`config.mk`:
```
export PLATFORM = sky130hd
export DESIGN_NAME = adc0832_reader
export DESIGN_NICKNAME = d
export VERILOG_FILES = /design/src/rtl/adc0832_reader.sv
export SDC_FILE = /design/constraint.sdc
export NUM_CORES = 1
export LEC_CHECK = 0
export CAP_MARGIN = 5
export CORE_AREA = 2 2 74 76
export CTS_BUF_LIST = sky130_fd_sc_hd__clkbuf_8
export DETAILED_ROUTE_END_ITERATION = 12
export DIE_AREA = 0 0 76 78
export PLACE_DENSITY_LB_ADDON = 0.2
export SLEW_MARGIN = 30
export SYNTH_ARGS = -nofsm -noshare
export SYNTH_HDL_FRONTEND = slang
export SYNTH_SLANG_ARGS = --single-unit
```
`constraint.sdc`:
```
create_clock -name clk -period 3.53 [get_ports clk]
set_input_delay 0.706 -clock clk [delete_from_list [all_inputs] [get_ports clk]]
set_output_delay 0.706 -clock clk [all_outputs]
set_load 0.02 [all_outputs]
```
`src/rtl/adc0832_reader.sv`:
```
// ADC0832 receive path: skips the settling null bit(s), assembles the MSB-first word and
// optionally verifies it against the LSB-first repeat. Result is a byte plus a valid strobe.
module adc0832_reader #(
  parameter int DATA_WIDTH      = 8,
  parameter int NULL_BITS       = 1,
  parameter bit CHECK_LSB_FIRST = 1'b1
) (
  input  logic                  clk,
  input  logic                  rst_n,
  input  logic                  enable,
  input  logic                  command_read,
  input  logic                  adc_do,
  output logic [DATA_WIDTH-1:0] data_out,
  output logic                  data_valid,
  output logic                  data_error,
  output logic                  busy
);
  localparam int CW = $clog2(DATA_WIDTH) + 1;
  localparam logic [CW-1:0] NULL_LAST = CW'(NULL_BITS - 1);
  localparam logic [CW-1:0] MSB_LAST  = CW'(DATA_WIDTH - 1);
  localparam logic [CW-1:0] LSB_LAST  = CW'(DATA_WIDTH - 2);

  typedef enum logic [2:0] {S_IDLE, S_NULL, S_MSB, S_LSB, S_HOLD} state_t;

  state_t                state_q, state_d;
  logic [CW-1:0]         cnt_q, cnt_d;
  logic [DATA_WIDTH-1:0] msb_sr_q, msb_sr_d;
  logic [DATA_WIDTH-3:0] lsb_sr_q, lsb_sr_d;
  logic [DATA_WIDTH-1:0] data_q, data_d;
  logic                  valid_q, valid_d;
  logic                  error_q, error_d;
  logic                  frame_ok;
  logic [DATA_WIDTH-1:0] msb_word;
  logic [DATA_WIDTH-1:0] lsb_word;

  assign frame_ok = enable & command_read;
  assign msb_word = {msb_sr_q[DATA_WIDTH-2:0], adc_do};
  // D1..D(N-2) sit in lsb_sr, the top bit arrives now and D0 is shared with the MSB phase.
  assign lsb_word = {adc_do, lsb_sr_q, msb_sr_q[0]};

  always_comb begin
    state_d  = state_q;
    cnt_d    = cnt_q;
    msb_sr_d = msb_sr_q;
    lsb_sr_d = lsb_sr_q;
    data_d   = data_q;
    valid_d  = 1'b0;
    error_d  = error_q;
    case (state_q)
      S_IDLE: begin
        if (frame_ok) begin
          state_d  = S_NULL;
          cnt_d    = '0;
          msb_sr_d = '0;
          lsb_sr_d = '0;
        end
      end
      S_NULL: begin
        if (!frame_ok) begin
          state_d = S_IDLE;
        end else if (cnt_q == NULL_LAST) begin
          state_d = S_MSB;
          cnt_d   = '0;
        end else begin
          cnt_d = cnt_q + CW'(1);
        end
      end
      S_MSB: begin
        if (!frame_ok) begin
          state_d = S_IDLE;
        end else begin
          msb_sr_d = msb_word;
          cnt_d    = cnt_q + CW'(1);
          if (cnt_q == MSB_LAST) begin
            cnt_d = '0;
            if (CHECK_LSB_FIRST) begin
              state_d = S_LSB;
            end else begin
              state_d = S_HOLD;
              data_d  = msb_word;
              valid_d = 1'b1;
              error_d = 1'b0;
            end
          end
        end
      end
      S_LSB: begin
        if (!frame_ok) begin
          state_d = S_IDLE;
        end else begin
          lsb_sr_d = {adc_do, lsb_sr_q[DATA_WIDTH-3:1]};
          cnt_d    = cnt_q + CW'(1);
          if (cnt_q == LSB_LAST) begin
            state_d = S_HOLD;
            cnt_d   = '0;
            data_d  = msb_sr_q;
            error_d = (msb_sr_q != lsb_word);
            valid_d = 1'b1;
          end
        end
      end
      S_HOLD: begin
        // Stay here while command_read is held so one read yields exactly one strobe.
        if (!frame_ok) begin
          state_d = S_IDLE;
        end
      end
      default: state_d = S_IDLE;
    endcase
  end

  always_ff @(posedge clk) begin
    if (!rst_n) begin
      state_q  <= S_IDLE;
      cnt_q    <= '0;
      msb_sr_q <= '0;
      lsb_sr_q <= '0;
      data_q   <= '0;
      valid_q  <= 1'b0;
      error_q  <= 1'b0;
    end else begin
      state_q  <= state_d;
      cnt_q    <= cnt_d;
      msb_sr_q <= msb_sr_d;
      lsb_sr_q <= lsb_sr_d;
      data_q   <= data_d;
      valid_q  <= valid_d;
      error_q  <= error_d;
    end
  end

  assign data_out   = data_q;
  assign data_valid = valid_q;
  assign data_error = error_q;
  assign busy       = (state_q != S_IDLE);
endmodule

```
==> results.txt <==
- Routability congestion estimate: 0.686
- The initial utilization of the core area, before any placement, comes to 0.296.
* Class of the most critical setup path: reg2out
* Count of H-tree levels built during CTS: 2
- For the final database, setup skew stands at 0.00730 ns.
- The worst pin sits at a relative slew slack of 0.575.
* Async set-or-reset flop fraction in the synthesized netlist: 0
- Number of iterations in the first detailed-routing pass: 4
* Total Negative Setup Slacks: 0 ns
- For this run, the register share of the synthesized area comes to 0.416.
- Die X: 76 µm
- After clock tree synthesis, the setup repair step added 0 buffers.
- STA classifies the critical path endpoint as a primary output.
- Of the post-synthesis cell area, the dominant cell type holds 0.416.
- The floorplan has 26 rows.
- The share of total power dissipated in sequential elements is 0.530.
- Among all flip-flop cells after synthesis, the most frequent one is sky130_fd_sc_hd__dfxtp_1.
* Worst-margin pin slew: 0.638 ns
- For this run, the number of Yosys warnings is 0.
* TritonCTS clock tree: done
- Compared with the post-synthesis result, the final layout area differs by 19.1%.
- The number of nets handed over by synthesis was 175.
- The synthesized design contains 0 enable-type register cells.
- Once detailed placement completed, the half-perimeter wirelength came to 2.39 mm.
- Of the total power, the clock network draws 0.422.
- Clock transition at the register clock pins on the worst setup and hold paths after CTS: 0.06 ns
* Total of endpoints with negative setup slack in the final report: 0
* Antenna-violating nets left: 0
- Entering global routing, the biggest net connects 17 pins.
- VDD sags by at most 163 µV.
* Total Wirelength: 3.35 mm
- After detailed routing, the average wire length per cell comes to 13.3 µm.
- At the worst endpoint, the required time is 2.82 ns.
- Core Footprint: 5040 µm²
* Finished Core Util: 0.352
* Startpoint type of the worst setup path: flip-flop
- Setup repair after global routing left no endpoint under its margin.
* Insertion delay of the later-clocked pin in the worst-skew pair: 0.28 ns
* Internal power: 0.516 mW
- Number of global-route vias before repair: 1153
* Max Cap Violations: 0
* Antenna violations before repair: 0
- For this design the ratio of total power to cell area is 374 nW/µm².
* Hold Buf Count CTS: 0
* Number of standard cells after synthesis: 167
* Kind of path behind the tightest hold check: reg2reg
* Worst hold slack: 0.480 ns
- Number of flip-flops and latches in the synthesized netlist: 31
- Detailed-route via count: 1209
- The die is 78 µm tall.
- After synthesis, the netlist uses 37 different library cells.
* Net switching share of the total power: 0.224
- Summed over all nets, the switching power comes to 0.149 mW.
- Clock Root Buffer: sky130_fd_sc_hd__clkbuf_8
- Share of post-route cells with drive strength above 1: 0.0769
- Shortest period the worst path allows: 2.55 ns
* Mapped Avg Cell Area: 8.92 µm²
- After detailed routing, the number of remaining DRC violations is 0.
- Ranking of synthesized cells by area: sky130_fd_sc_hd__dfxtp_1, sky130_fd_sc_hd__nand3_1, sky130_fd_sc_hd__a21boi_0
* Final Max Tran Viols: 0
- Global-route wire length before repair: 5.51 mm
- DRC marker count from the first detailed-route iteration: 72
- Sum of overflow across all layers after global routing: 0
- In the routed layout, each cell is associated on average with a via count of 4.80.
- The finished layout holds 252 standard cells, fillers aside.
- Final Hold Violating Endpoints: 0
- Largest fanout on the critical path: 11
- The largest total area in the synthesized netlist belongs to sky130_fd_sc_hd__dfxtp_1.
- Area of the die: 5930 µm²
* Arrival time worst endpoint: 1.85 ns
- Port-buffer cells: 15
- Worst-case clock buffer depth: 2
* Fill cell count: 522
- The mapped netlist covers 1490 µm².
- Count of antenna diodes in the layout: 0
* Post-cts sizing count: 0
- Net count reported at finish: 190
- Share of total power in combinational logic: 0.048
* CTS Sinks: 31
- Max Clock Freq: 392 MHz
- Share of the cycle needed by the critical path after routing: 0.723
- The flow ran to the end, and the final reports show no timing, DRC or antenna violations.
* Total instance count after detailed placement: 245
- The analysis attributes to cell leakage a power of 0.575 nW.
* I/O pins: 16
- Across every metal layer, demand over resource in global routing totals 0.121.
* Total clock buffers created by CTS: 5
-- synth_stat cells (2+ instances only) --
cell type,n
sky130_fd_sc_hd__a21boi_0,11
sky130_fd_sc_hd__a21boi_1,2
sky130_fd_sc_hd__a21oi_1,6
sky130_fd_sc_hd__a31oi_1,3
sky130_fd_sc_hd__and4_1,2
sky130_fd_sc_hd__buf_2,2
sky130_fd_sc_hd__buf_6,2
sky130_fd_sc_hd__clkbuf_1,3
sky130_fd_sc_hd__dfxtp_1,31
sky130_fd_sc_hd__ha_1,3
sky130_fd_sc_hd__inv_1,4
sky130_fd_sc_hd__mux2i_1,8
sky130_fd_sc_hd__nand2_1,20
sky130_fd_sc_hd__nand3_1,20
sky130_fd_sc_hd__nand3b_1,3
sky130_fd_sc_hd__nor2_1,8
sky130_fd_sc_hd__nor2b_1,8
sky130_fd_sc_hd__nor3_1,3
sky130_fd_sc_hd__nor3b_1,3
sky130_fd_sc_hd__o21ai_0,2
sky130_fd_sc_hd__xnor2_1,5
sky130_fd_sc_hd__xor2_1,3
-- cells by family after synthesis --
family / count (synthesis) / share of synthesized area
simple gates: 75 / 0.274
xor+xnor: 8 / 0.0470
mux: 9 / 0.0638
compound gates: 27 / 0.124
flops: 31 / 0.416
fa+ha+maj: 3 / 0.0252
buf+inv: 14 / 0.0495
-- metrics by stage --
stage / instance area, µm² / total power, mW / worst slack, ns
CTS: 1780 / 0.671 / 0.965
detailed placement: 1690 / 0.392 / 1.17
global route: 1780 / 0.691 / 0.889
finish: 1780 / 0.665 / 0.977
global placement: 1690 / 0.391 / 1.19
floorplan: 1490 / 0.380 / 1.93
-- state kept, by name, summed over array words and instances, names as in the netlist --
name        cells
cnt_q           4
data_error      1
data_out        8
data_valid      1
lsb_sr_q        6
msb_sr_q        8
state_q         3
-- cell type report --
| class | count | area [µm²] | share of cell area |
|---|---|---|---|
| tap | 70 | 87.6 | 0.0493 |
| clock inverter | 1 | 5.00 | 0.00282 |
| inverter | 5 | 18.8 | 0.0106 |
| clock buffer | 6 | 82.6 | 0.0465 |
| multi-input combinational | 122 | 796 | 0.448 |
| timing repair buffer | 17 | 165 | 0.0930 |
| sequential | 31 | 621 | 0.350 |
-- path summary, 6_finish.rpt --
path,startpoint,to,slack [ns],cells past startpoint
hold reg to reg,lsb_sr_q[0]$_SDFFE_PN0P_,lsb_sr_q[0]$_SDFFE_PN0P_,0.48,2
setup / recovery,state_q[1]$_SDFFE_PN0P_,busy,0.98,3
hold / removal,lsb_sr_q[0]$_SDFFE_PN0P_,lsb_sr_q[0]$_SDFFE_PN0P_,0.48,2
setup reg to reg,state_q[1]$_SDFFE_PN0P_,data_error$_SDFFE_PN0P_,1.32,5
-- worst max-delay path, cell delays in order (launching register included) --
cell and delay [ns]:
sky130_fd_sc_hd__dfxtp_1 0.43, sky130_fd_sc_hd__buf_4 0.23, sky130_fd_sc_hd__or3_1 0.37, sky130_fd_sc_hd__clkdlybuf4s50_1 0.54
-- power by group through the flow --
stage | clock, mW | sequential (mW) | combinational (mW)
after floorplan | 0 | 0.358 | 0.0213
after global placement | 0 | 0.360 | 0.0311
after detailed placement | 0 | 0.360 | 0.0319
after CTS | 0.287 | 0.352 | 0.0320
after global routing | 0.304 | 0.352 | 0.0347
final | 0.280 | 0.352 | 0.0319
-- placed cells by master (no fill, tap or decap), types with 2 or more instances in the layout --
master	count
sky130_fd_sc_hd__and4_1	2
sky130_fd_sc_hd__a31oi_1	3
sky130_fd_sc_hd__a21boi_0	11
sky130_fd_sc_hd__nand3_1	20
sky130_fd_sc_hd__inv_1	4
sky130_fd_sc_hd__nor2_1	8
sky130_fd_sc_hd__nand3b_1	3
sky130_fd_sc_hd__clkbuf_8	6
sky130_fd_sc_hd__clkdlybuf4s50_1	15
sky130_fd_sc_hd__nor2b_1	8
sky130_fd_sc_hd__nor3b_1	3
sky130_fd_sc_hd__xnor2_1	5
sky130_fd_sc_hd__xor2_1	3
sky130_fd_sc_hd__a21boi_1	2
sky130_fd_sc_hd__o21ai_0	2
sky130_fd_sc_hd__nor3_1	3
sky130_fd_sc_hd__a21oi_1	6
sky130_fd_sc_hd__ha_1	3
sky130_fd_sc_hd__mux2i_1	8
sky130_fd_sc_hd__dfxtp_1	31
sky130_fd_sc_hd__buf_4	2
sky130_fd_sc_hd__nand2_1	20
-- per-layer routing --
layer | vias to the layer above | share of wire | GRT usage
li1 | 608 | - | -
met1 | 578 | 0.46 | 0.138
met2 | 18 | 0.49 | 0.204
met3 | 5 | 0.038 | 0.0407
met4 | 0 | 0.017 | 0.0600
met5 | - | 0 | 0
(Power assumes the default switching activity.)
